## config.mk

```make
export PLATFORM = sky130hd
export DESIGN_NAME = uart_tx_sched
export DESIGN_NICKNAME = d
export VERILOG_FILES = /design/src/rtl/uart_pkg.sv /design/src/rtl/uart_rr_arbiter.sv /design/src/rtl/uart_tx_sched.sv
export SDC_FILE = /design/constraint.sdc
export NUM_CORES = 1
export LEC_CHECK = 0
export ABC_AREA = 1
export CORE_MARGIN = 5
export CORE_UTILIZATION = 55
export CTS_CLUSTER_DIAMETER = 80
export CTS_CLUSTER_SIZE = 28
export DETAILED_ROUTE_END_ITERATION = 6
export PLACE_DENSITY = 0.93
export SLEW_MARGIN = 20
export SYNTH_ARGS = -nofsm -noshare
export SYNTH_HDL_FRONTEND = slang
export SYNTH_HIERARCHICAL = 1
export SYNTH_SLANG_ARGS = --single-unit
```

## constraint.sdc

```tcl
create_clock -name clk -period 4.7 [get_ports clk]
set_input_delay 0.705 -clock clk [delete_from_list [all_inputs] [get_ports clk]]
set_output_delay 0.705 -clock clk [all_outputs]
set_load 0.05 [all_outputs]
```

## src/rtl/uart_pkg.sv

```systemverilog
// Shared frame constants, scheduler state encoding and sizing helpers for the UART TX path.
package uart_pkg;

    localparam int unsigned FRAME_BITS = 10;
    localparam logic [3:0]  START_IDX  = 4'd0;
    localparam logic [3:0]  STOP_IDX   = 4'(FRAME_BITS - 1);

    typedef enum logic {
        ST_IDLE = 1'b0,
        ST_SEND = 1'b1
    } sched_state_e;

    // Width of a counter that must reach baud_cnt-1; never narrower than one bit.
    function automatic int unsigned cnt_width(input int unsigned baud_cnt);
        return (baud_cnt <= 2) ? 1 : $clog2(baud_cnt);
    endfunction

endpackage

```

## src/rtl/uart_rr_arbiter.sv

```systemverilog
// Combinational rotate-priority encoder: first set req bit after ptr, wrapping modulo N_REQ.
module uart_rr_arbiter #(
    parameter int unsigned N_REQ = 4
) (
    input  logic [N_REQ-1:0]         req,
    input  logic [$clog2(N_REQ)-1:0] ptr,
    output logic [N_REQ-1:0]         grant_onehot,
    output logic [$clog2(N_REQ)-1:0] grant_idx
);

    localparam int unsigned IW = $clog2(N_REQ);

    logic [IW-1:0] idx;
    logic          found;

    always_comb begin
        grant_onehot = '0;
        grant_idx    = '0;
        idx          = '0;
        found        = 1'b0;
        for (int k = 1; k <= int'(N_REQ); k++) begin
            idx = IW'((32'(ptr) + 32'(k)) % N_REQ);
            if (!found && req[idx]) begin
                found             = 1'b1;
                grant_idx         = idx;
                grant_onehot[idx] = 1'b1;
            end
        end
    end

endmodule

```

## src/rtl/uart_tx_sched.sv

```systemverilog
// Arbitrates N_REQ byte producers onto one uart_tx driver and sequences each 10-bit frame.
module uart_tx_sched
    import uart_pkg::*;
#(
    parameter int unsigned CLK_FREQ = 50000000,
    parameter int unsigned BAUD     = 9600,
    parameter int unsigned N_REQ    = 4
) (
    input  logic                     clk,
    input  logic                     rst,
    input  logic [N_REQ-1:0]         req,
    input  logic [8*N_REQ-1:0]       req_data,
    output logic [N_REQ-1:0]         ack,
    output logic                     done,
    output logic [$clog2(N_REQ)-1:0] done_id,
    output logic                     busy,
    output logic [3:0]               tx_num,
    output logic                     tx_sel_data,
    output logic [7:0]               data_out
);

    localparam int unsigned BAUD_CNT = CLK_FREQ / BAUD;
    localparam int unsigned CW       = cnt_width(BAUD_CNT);
    localparam int unsigned IW       = $clog2(N_REQ);
    localparam logic [CW-1:0] CNT_LAST = CW'(BAUD_CNT - 1);

    generate
        if (BAUD_CNT < 2 || N_REQ < 2 || N_REQ > 8) begin : g_param_err
            $error("uart_tx_sched: need CLK_FREQ/BAUD >= 2 and N_REQ in 2..8");
        end
    endgenerate

    sched_state_e   state_q, state_d;
    logic [CW-1:0]  cnt_q, cnt_d;
    logic [3:0]     tx_num_q, tx_num_d;
    logic           sel_q, sel_d;
    logic           busy_q, busy_d;
    logic [7:0]     data_q, data_d;
    logic [N_REQ-1:0] ack_q, ack_d;
    logic           done_q, done_d;
    logic [IW-1:0]  done_id_q, done_id_d;
    logic [IW-1:0]  ptr_q, ptr_d;
    logic [IW-1:0]  id_q, id_d;

    logic [N_REQ-1:0] grant_onehot;
    logic [IW-1:0]    grant_idx;

    uart_rr_arbiter #(.N_REQ(N_REQ)) u_arb (
        .req          (req),
        .ptr          (ptr_q),
        .grant_onehot (grant_onehot),
        .grant_idx    (grant_idx)
    );

    always_ff @(posedge clk or posedge rst) begin
        if (rst) begin
            state_q   <= ST_IDLE;
            cnt_q     <= '0;
            tx_num_q  <= START_IDX;
            sel_q     <= 1'b0;
            busy_q    <= 1'b0;
            data_q    <= '0;
            ack_q     <= '0;
            done_q    <= 1'b0;
            done_id_q <= '0;
            ptr_q     <= IW'(N_REQ - 1);
            id_q      <= '0;
        end else begin
            state_q   <= state_d;
            cnt_q     <= cnt_d;
            tx_num_q  <= tx_num_d;
            sel_q     <= sel_d;
            busy_q    <= busy_d;
            data_q    <= data_d;
            ack_q     <= ack_d;
            done_q    <= done_d;
            done_id_q <= done_id_d;
            ptr_q     <= ptr_d;
            id_q      <= id_d;
        end
    end

    // Capture in IDLE only; in SEND each tx_num is held for BAUD_CNT clocks.
    always_comb begin
        state_d   = state_q;
        cnt_d     = cnt_q;
        tx_num_d  = tx_num_q;
        sel_d     = sel_q;
        busy_d    = busy_q;
        data_d    = data_q;
        ack_d     = '0;
        done_d    = 1'b0;
        done_id_d = done_id_q;
        ptr_d     = ptr_q;
        id_d      = id_q;

        unique case (state_q)
            ST_IDLE: begin
                if (req != '0) begin
                    data_d   = req_data[{grant_idx, 3'b000} +: 8];
                    ack_d    = grant_onehot;
                    ptr_d    = grant_idx;
                    id_d     = grant_idx;
                    busy_d   = 1'b1;
                    sel_d    = 1'b1;
                    tx_num_d = START_IDX;
                    cnt_d    = '0;
                    state_d  = ST_SEND;
                end
            end
            ST_SEND: begin
                if (cnt_q == CNT_LAST) begin
                    cnt_d = '0;
                    if (tx_num_q < STOP_IDX) begin
                        tx_num_d = 4'(tx_num_q + 4'd1);
                    end else begin
                        // tx_num stays at the stop index so the line idles high.
                        sel_d     = 1'b0;
                        busy_d    = 1'b0;
                        done_d    = 1'b1;
                        done_id_d = id_q;
                        state_d   = ST_IDLE;
                    end
                end else begin
                    cnt_d = CW'(cnt_q + 1'b1);
                end
            end
            default: state_d = ST_IDLE;
        endcase
    end

    assign ack         = ack_q;
    assign done        = done_q;
    assign done_id     = done_id_q;
    assign busy        = busy_q;
    assign tx_num      = tx_num_q;
    assign tx_sel_data = sel_q;
    assign data_out    = data_q;

endmodule

```

== Yosys cells after proc, flatten, opt, wreduce, memory -nomap -nowiden ==
Index checks and enable logic that the tools add are counted.
Word-level totals
  latch bits: 0
  flip-flop bits (word level): 38
  RAM bits: 0
  memories kept: 0
  output and inout bits: 21
  word-level logic and storage cells: 98
  bits of input ports: 38
  memory bits (read-only): 0
Operators by class
  reduce and logical (&&, ||, !) cells: 15
  order comparisons: 9
  $mul: 0
  div/mod/pow operators: 0
  bitwise operators: 5
  shift operators: 1
  $add $sub $neg: 6
  equality and inequality tests: 5
  mux-type cells: 47
Operators with widths (number)
  2-to-1 mux 4 bit: 9
  variable part select 32 x 6 -> 8 bit: 1
  2-to-1 mux 13 bit: 2
  case mux 13 bit (2 select lines): 1
  2-to-1 mux 1 bit: 20
  adder 13 x 1 -> 13 bit (second input constant): 1
  == test 13 bit (second input constant): 1
  < comparator 2 x 3 -> 1 bit (second input constant): 4
  OR 4 bit: 3
  AND reduction 3 bit: 3
  binary-select mux 1 bit (select 2 bit): 4
  demux 1 bit (select 2 bit): 4
  greater-or-equal comparator 2 x 1 -> 1 bit (second input constant): 4
  2-to-1 mux 2 bit: 4
  case mux 4 bit (2 select lines): 1
  logical AND 1 bit: 7
  adder 2 x 1 -> 2 bit (second input constant): 2
  adder 2 bit (second input constant): 2
  adder 4 x 1 -> 4 bit (second input constant): 1
  < comparator 4 bit (second input constant): 1
  inequality test 2 x 1 -> 1 bit (second input constant): 2
  inequality test 2 bit (second input constant): 2
  case mux 1 bit (2 select lines): 2
  nonzero test 4 bit: 1
  3 further kinds: 6

== Depth between registers and ports, before layout ==
Gate-level depths: netlist of run 1.
  depth in word-level cells: 15
  mapped depth: 18
  depth with buffers taken out: 15

== By module ==
The synthesis of run 1 kept the hierarchy.
Modules (own cells, without submodules)
  uart_tx_sched: area each 2098.3 µm², times used 1, cells each 283, sequential area each 953.4 µm²
  uart_rr_arbiter: area each 535.5 µm², times used 1, cells each 85, sequential area each 0.0 µm²

== Least setup slack after synthesis of run 1 ==
OpenSTA, ideal clock, no wires.
  path kind: flip-flop to flip-flop
  start point: register ptr_q[0]
  end point: register data_q[0] (netlist: data_out[0])
  required time: 4582 ps
  arrival: 2471 ps
  path slack: 2111 ps
  library setup time: 118 ps
  stages on the path, launching flop included: 18
  period minus slack after synthesis: 2589 ps
  buffers on the path: 3
  path through: dfstp_2 -> buf_6 -> inv_8 -> ha_1 -> inv_1 -> nand3_1 -> nand2_1 -> nand2_1 -> nor2_1 -> nor2_1 -> nor2_1 -> buf_2 -> inv_1 -> buf_2 -> o21ai_0 -> o21ai_0 -> nand2_1 -> nand2_1
Between the ends
  cells in the longest elaborated chain, start to end: 14
  elaborated cells between the ends (all ways): 26
  those cells by class: add/sub: 4; shift: 1; mux: 15; reduce/logical: 6
RTL lines
  start: declaration: RTL line uart_tx_sched.sv:42  | logic [IW-1:0] ptr_q, ptr_d;
  start signal: assignment: RTL line uart_tx_sched.sv:66  | ptr_q <= IW'(N_REQ - 1);
  start signal: assignment: RTL line uart_tx_sched.sv:78  | ptr_q <= ptr_d;
  adder 2 x 1 -> 2 bit: RTL line uart_rr_arbiter.sv:22  | idx = IW'((32'(ptr) + 32'(k)) % N_REQ);
  binary-select mux 1 bit (select 2 bit): RTL line uart_rr_arbiter.sv:23  | if (!found && req[idx]) begin
  2-to-1 mux 1 bit (implied by the code): RTL line uart_rr_arbiter.sv:23
  2-to-1 mux 1 bit: RTL line uart_rr_arbiter.sv:23
  zero test 1 bit: RTL line uart_rr_arbiter.sv:23
  logical AND 1 bit: RTL line uart_rr_arbiter.sv:23
  2-to-1 mux 1 bit: RTL line uart_rr_arbiter.sv:23
  zero test 1 bit: RTL line uart_rr_arbiter.sv:23
  logical AND 1 bit: RTL line uart_rr_arbiter.sv:23
  2-to-1 mux 1 bit: RTL line uart_rr_arbiter.sv:23
  zero test 1 bit: RTL line uart_rr_arbiter.sv:23
  logical AND 1 bit: RTL line uart_rr_arbiter.sv:23
  2-to-1 mux 2 bit (*): RTL line uart_rr_arbiter.sv:23
  named net grant_idx[0]: RTL line uart_tx_sched.sv:46  | logic [IW-1:0] grant_idx;
  variable part select 32 x 6 -> 8 bit (*): RTL line uart_tx_sched.sv:100  | data_d = req_data[{grant_idx, 3'b000} +: 8];
  end signal: assignment: RTL line uart_tx_sched.sv:74  | data_q <= data_d;
  end: declaration: RTL line uart_tx_sched.sv:38  | logic [7:0] data_q, data_d;
The timed path passes the listed nets; every way through them passes the cells marked *. The select of a mux whose other input is x is not followed.
A chain may end at the register's enable or synchronous reset.

== Worst setup path in the final report of run 1 ==
Same ends and word-level chain as after synthesis.

==> results of run 1 <==
-- synthesized netlist by cell type --
master	count	share of area, %
a21boi_0	4	1.1
a21oi_1	7	1.3
buf_2	5	0.95
buf_4	2	0.57
buf_6	4	1.7
clkbuf_1	1	0.14
dfrtp_1	36	34
dfstp_2	2	2.0
ha_1	11	5.2
inv_1	35	5.0
inv_2	3	0.43
inv_4	2	0.47
inv_8	1	0.43
nand2_1	100	14
nand2_2	5	1.2
nand2_4	3	1.3
nand2_8	1	0.76
nand3_1	36	6.8
nand3_2	1	0.38
nand3_4	2	1.3
nand4_1	5	1.2
nor2_1	49	7.0
nor2_2	3	0.71
nor2_4	1	0.43
nor2_8	1	0.76
nor3_1	3	0.57
nor3_2	1	0.38
o21ai_0	29	5.5
o21ai_1	6	1.1
o22ai_1	3	0.71
xnor2_1	2	0.67
xor2_1	4	1.3
-- worst min-delay path: cells and delay by family (launching register included) --
family / cells / cell delay [ps]
and+or+nand+nor: 2 / 110
DFF: 1 / 350
-- metrics by stage --
stage	worst slack, ps	cell area (um2)	std cells	hold slack (ps)
after floorplan	2111	2634	368	442.2
after global placement	1825	3208	470	459.9
after detailed placement	1714	3208	470	464.7
after CTS	1708	3321	477	485.9
after global routing	1414	3321	477	514.4
final	1723	3321	477	479.9
-- how the worst max path moves through the flow --
stage,startpoint,slack (ps),endpoint,depth (start not counted)
2_1_floorplan,ptr_q[0],2110,data_out[0],17
3_3_place_gp,req[1],1830,data_out[4],15
3_5_place_dp,req[1],1710,data_out[0],15
4_1_cts,ptr_q[0],1710,data_out[0],15
5_1_grt,ptr_q[0],1410,data_out[0],15
6_report,ptr_q[0],1720,data_out[0],15
-- final cells by class --
cell class                 count  area [um2]  share of cell area (%)
clock inverter                 1       30.03                  0.9043
clock buffer                   6       82.58                   2.487
multi-input combinational    277        1425                   42.92
sequential                    38       953.4                   28.71
tap                           54       67.56                   2.035
inverter                      41       166.4                   5.011
timing repair buffer          60       595.6                   17.94
-- power by group through the flow --
stage	Clock, mW	Sequential (mW)	Combinational (mW)
2_1_floorplan	0	0.351	0.0427
3_3_place_gp	0	0.339	0.103
3_5_place_dp	0	0.339	0.105
4_1_cts	0.283	0.333	0.105
5_1_grt	0.300	0.333	0.115
6_report	0.281	0.333	0.105
-- state kept, by name (all words and copies together), names as in the netlist --
name	cells
id_q	2
done_id	2
done	1
ptr_q	2
cnt_q	13
busy	1
state_q	1
data_out	8
ack	4
tx_num	4
-- placed cells by master, fill, tap and decap left out --
master,netlist,final
nand2_1,100,100
clkdlybuf4s50_1,0,58
nor2_1,49,49
nand3_1,36,36
dfrtp_1,36,36
inv_1,35,35
o21ai_0,29,29
ha_1,11,11
a21oi_1,7,7
o21ai_1,6,6
clkbuf_8,0,6
nand2_2,5,5
nand4_1,5,5
xor2_1,4,4
a21boi_0,4,4
inv_2,3,3
nor2_2,3,3
o22ai_1,3,3
nor3_1,3,3
nand2_4,3,3
nand3_4,2,2
inv_4,2,2
xnor2_1,2,2
buf_4,2,2
dfstp_2,2,2
nor2_4,1,1
nand3_2,1,1
nor3_2,1,1
bufinv_16,0,1
inv_8,1,1
nand2_8,1,1
nor2_8,1,1
-- logic make-up (layout without fill, tap and decap cells) --
kind of cell	Yosys count	in the layout	share of synthesized area (%)
adders and majority gates	11	11	5.226
DFF	38	38	36.20
buffers and inverters	53	108	9.691
AOI/OAI and AO/OA	49	49	9.834
xor gates and xnor gates	6	6	1.995
and+or+nand+nor	211	211	37.05
-- metal layers --
metal	share of wire, %	global-route usage, %	vias to the layer above
met1	44	27.03	1182
met4	2.1	8.076	0
li1	-	-	1285
met2	47	35.19	92
met3	7.6	5.556	13
met5	0	0	-
==> results.toml, run 1 <==
[die]
die_width_um = 79.20
floorplan.core_area_mm2 = 0.004692
die_h_um = 79.20
fp.dieArea_mm2 = 0.006273
ioPinCount = 59
placementRows = 25
start_util_pct = 56.13

[grt]
initial_antenna_violation_count = 0
grt_overflow_total = 0
first_global_vias = 2463
grt_start_max_net_pins = 39
grt_usage_pct = 21.43
grt_pass1_wl_um = 10800

[route]
drcViolationCount = 0
vias_per_cell = 5.392
dr_iter_0_viols = 246
drtPass1Iterations = 4
drt.antenna.violating_nets = 0
wirelength_um = 6325
wl_per_cell_um = 13.26
number_of_vias_after_detailed_routing = 2572

[sta]
final.min_clock_period_ps = 2977
slew-limit-headroom_pct = 62.16
rsz0062_at_grt = "no"
report.final.hold_viol_count = 0
max_clock_freq_mhz = 335.9
timing.setup.tns_ps = 0
final_min_period_over_clock_period_pct = 63.34
timing.final.setup_violations = 0
timing.clock.skew_ps = 11.94
drv_slew = 0
max_slew.worst_pin.slew_ps = 566.0

[power]
seqPwrFrac_pct = 46.3
power.switching_fraction_pct = 23.69
worst_ir_drop_vdd_mv = 0.1644
clkPwrFrac_pct = 39.2
post-layout-total-power_uw = 719.0
cellLeakagePower_nw = 1.557
power.net_switching_uw = 170.3
comb_power_share_pct = 14.5
internal-power_uw = 548.6
power.density_cell_area_mw_per_mm2 = 216.5

[cts]
cts_setup_buffers = 0
htree_num_levels = 2
cts_inserted_buffers = 5
cts.clk_slew.worst_paths_ps = 70
insertion_delay_ps = 290
tritoncts_num_sinks = 38
clock_tree.root_cell = "clkbuf_8"
clock_path_buffers = 2
tritoncts = "done"
post_cts_sizing = 0
cts_hold_buffers = 0

[worst_hold_path]
hold_path_startpoint = "id_q[1]"
hold_path_class = "flop to flop"
min_delay_worst_endpoint = "id_q[1]"
worstHoldPathCells = 2

[critical_path]
worst_path_fanout_max = 18
worst_r2r_path_depth = 15
timing.setup.critical_path_class = "flop to flop"
critical_path.n_buffers_inverters = 4
worst_setup_path_end_kind = "flop"
crit-reg2reg-launch = "ptr_q[0]"
reg2reg_slack_ps = 1720
worst_ep_arrival_time_ps = 3160
worst_setup_path_start_kind = "flop"
cpMostUsedCell = "nand2_1"
critical_path_required_ps = 4890
path_cells = "inv_8, ha_1, inv_1, nand3_1, nand2_1, nand2_1, nor2_1, nor2_1, nor2_1, buf_4, inv_1, o21ai_0, o21ai_0, nand2_1, nand2_1"
slowest_delay_ps = 750
cp_slowest_cell = "dfstp_2"
rr_endpoint = "data_out[0]"
critical-path-top-delay-family = "flip-flops"

[yosys]
synth_warnings = 6
synth_area_mm2 = 0.002634
post_synth.cell_area_avg_um2 = 7.157
post_synth_net_total = 417
ys_seq_area_share_pct = 36.20
yosysUniqueCellTypes = 32
ys_seq_elements = 38
netlist_instances = 368

[finish]
fin_util_pct = 70.77
antennaDiodeCount = 0
syn2layout_area_growth_pct = 26.08
drive_above_1_share_pct = 8.274
layout.nets = 472
fillerInstances = 358

[job]
timing.max_cap.violations = 0

[run_status]
status = "finished, final reports clean"

[placed_design]
gp_congestion = 0.9099
io_buffers = 58
dpl.hpwl_um = 4761
Power figures use the tool's default switching activity.
==> inputs of run 2 (changes only) <==
- CORE_UTILIZATION: 55 -> 46
- PLACE_DENSITY: 0.93 -> 0.84
- clock period: 4.7 -> 2.65 ns (I/O delays scaled with it)
==> results.toml, run 2 (same netlist as run 1, synthesis figures left out) <==
[cts]
insertion_delay_ps = 300
clock_path_buffers = 2
tritoncts = "done"
cts_hold_buffers = 0
cts_inserted_buffers = 5
tritoncts_num_sinks = 38
cts.clk_slew.worst_paths_ps = 80
htree_num_levels = 2
clock_tree.root_cell = "clkbuf_8"

[finish]
fillerInstances = 489
drive_above_1_share_pct = 12.01
layout.nets = 481
register_name_with_the_most_flops = "cnt_q"
antennaDiodeCount = 0
final_cell_mix = "99 x nand2_1, 58 x clkdlybuf4s50_1, 47 x nor2_1, 36 x nand3_1, 36 x dfrtp_1"
largest_register_ffs = 13
mostFrequentLayoutCell = "nand2_1"
number_of_cells_in_the_finished_layout_apart_from_fillers = 505
stdcell_area_mm2 = 0.003452
syn2layout_area_growth_pct = 31.07

[sta]
report.final.hold_viol_count = 0
max_clock_freq_mhz = 422.2
slew-limit-headroom_pct = 64.15
drv_slew = 0
timing.final.setup_violations = 0
timing.setup.tns_ps = 0
max_slew.worst_pin.slew_ps = 536.1
holdWs_ps = 483.3
rsz0062_at_grt = "no"
final_min_period_over_clock_period_pct = 89.38
timing.clock.skew_ps = 5.402
final.min_clock_period_ps = 2369

[power]
power.density_cell_area_mw_per_mm2 = 372.8
cellLeakagePower_nw = 1.596
worst_ir_drop_vdd_mv = 0.1754
post-layout-total-power_mw = 1.287

[critical_path]
path_cells = "inv_8, ha_4, buf_4, nand3_1, nand2_2, nand2_1, nor2_2, nor2_1, nor2_2, buf_6, buf_12, nor2_1, nor2_1, o21ai_0, o21ai_0, nand2_1, nand2_1"
critical-path-top-delay-family = "simple AND/OR/NAND/NOR gates"
slowest_delay_ps = 590
worst_path_fanout_max = 8
timing.setup.critical_path_class = "flop to flop"
worst_setup_path_start_kind = "flop"
cp_slowest_cell = "dfstp_2"
critical_path.n_buffers_inverters = 4
reg2reg_slack_ps = 280
critical_path_required_ps = 2890
worst_setup_path_end_kind = "flop"
worst_ep_arrival_time_ps = 2610

[run_status]
status = "finished, final reports clean"

[placed_design]
total_instance_count_after_detailed_placement = 495
dpl.hpwl_um = 5053
placed_area_mm2 = 0.003283
gp_congestion = 0.9289
io_buffers = 58

[job]
timing.max_cap.violations = 0

[route]
drcViolationCount = 0
wirelength_um = 6678
wl_per_cell_um = 13.22
drt.antenna.violating_nets = 0
vias_per_cell = 5.226
number_of_vias_after_detailed_routing = 2639
dr_iter_0_viols = 200
drtPass1Iterations = 5

[die]
die_h_um = 85.67
ioPinCount = 59
die_width_um = 85.67
placementRows = 27
start_util_pct = 47.54
fp.dieArea_mm2 = 0.007338
floorplan.core_area_mm2 = 0.005540

[grt]
grt_start_max_net_pins = 39
grt_util_met1_pct = 23.08
first_global_vias = 2641
use_met2_pct = 32.63
met3_resource_use_gr_pct = 6.340
grt_pass1_wl_um = 11600
grt_usage_pct = 19.24
grt_busiest_layer = "met2"
grt_overflow_total = 0
initial_antenna_violation_count = 0

[worst_hold_path]
hold_path_class = "flop to flop"
[run 2: worst min-delay path, delay by kind of cell, from the launching register on]
family           cells  cell delay (ps)
flip-flops           1              350
AND/OR/NAND/NOR      2              100
[run 2: routing by layer]
layer | routed length (um) | part of all wire (%)
met5 | 0 | 0
met4 | 150 | 2.2
met3 | 561 | 8.4
met2 | 3201 | 48
met1 | 2765 | 41
[run 2: worst paths after layout]
path / startpoint / end / depth (start not counted)
hold / removal: id_q[0] / id_q[0] / 2
setup / recovery: ptr_q[0] / data_out[0] / 17
setup reg to reg: ptr_q[0] / data_out[0] / 17
min in group asynchronous: rst / done / 3
max in group asynchronous: rst / ptr_q[1] / 3
hold reg to reg: id_q[0] / id_q[0] / 2
[run 2: report_power, final]
| group | internal (mW) | total [mW] | switching (mW) |
|---|---|---|---|
| clock | 0.280 | 0.499 | 0.219 |
| combinational | 0.0945 | 0.197 | 0.103 |
| sequential | 0.586 | 0.590 | 0.00438 |
[run 2: cell type report]
class	count	area [um2]	area share (%)
clock buffer	5	68.82	1.993
clock inverter	3	45.04	1.305
inverter	41	166.4	4.821
multi-input combinational	277	1449	41.97
sequential	38	953.4	27.62
tap	72	90.09	2.610
timing repair buffer	69	679.4	19.68
[run 2: per-stage QoR]
step           util, %  setup WS, ps
4_1_cts          61.31         5.909
5_1_grt          62.31         41.50
3_3_place_gp     59.26        -22.05
3_5_place_dp     59.26        -110.1
2_1_floorplan        -         61.32
6_report         62.31         281.5
[run 2: timing repair]
action	in CTS	in global routing
setup buffers	0	2
endpoints found under the setup margin	1	8
pin swaps	0	4
endpoints found under the hold margin	0	0
gates resized for setup	1	10
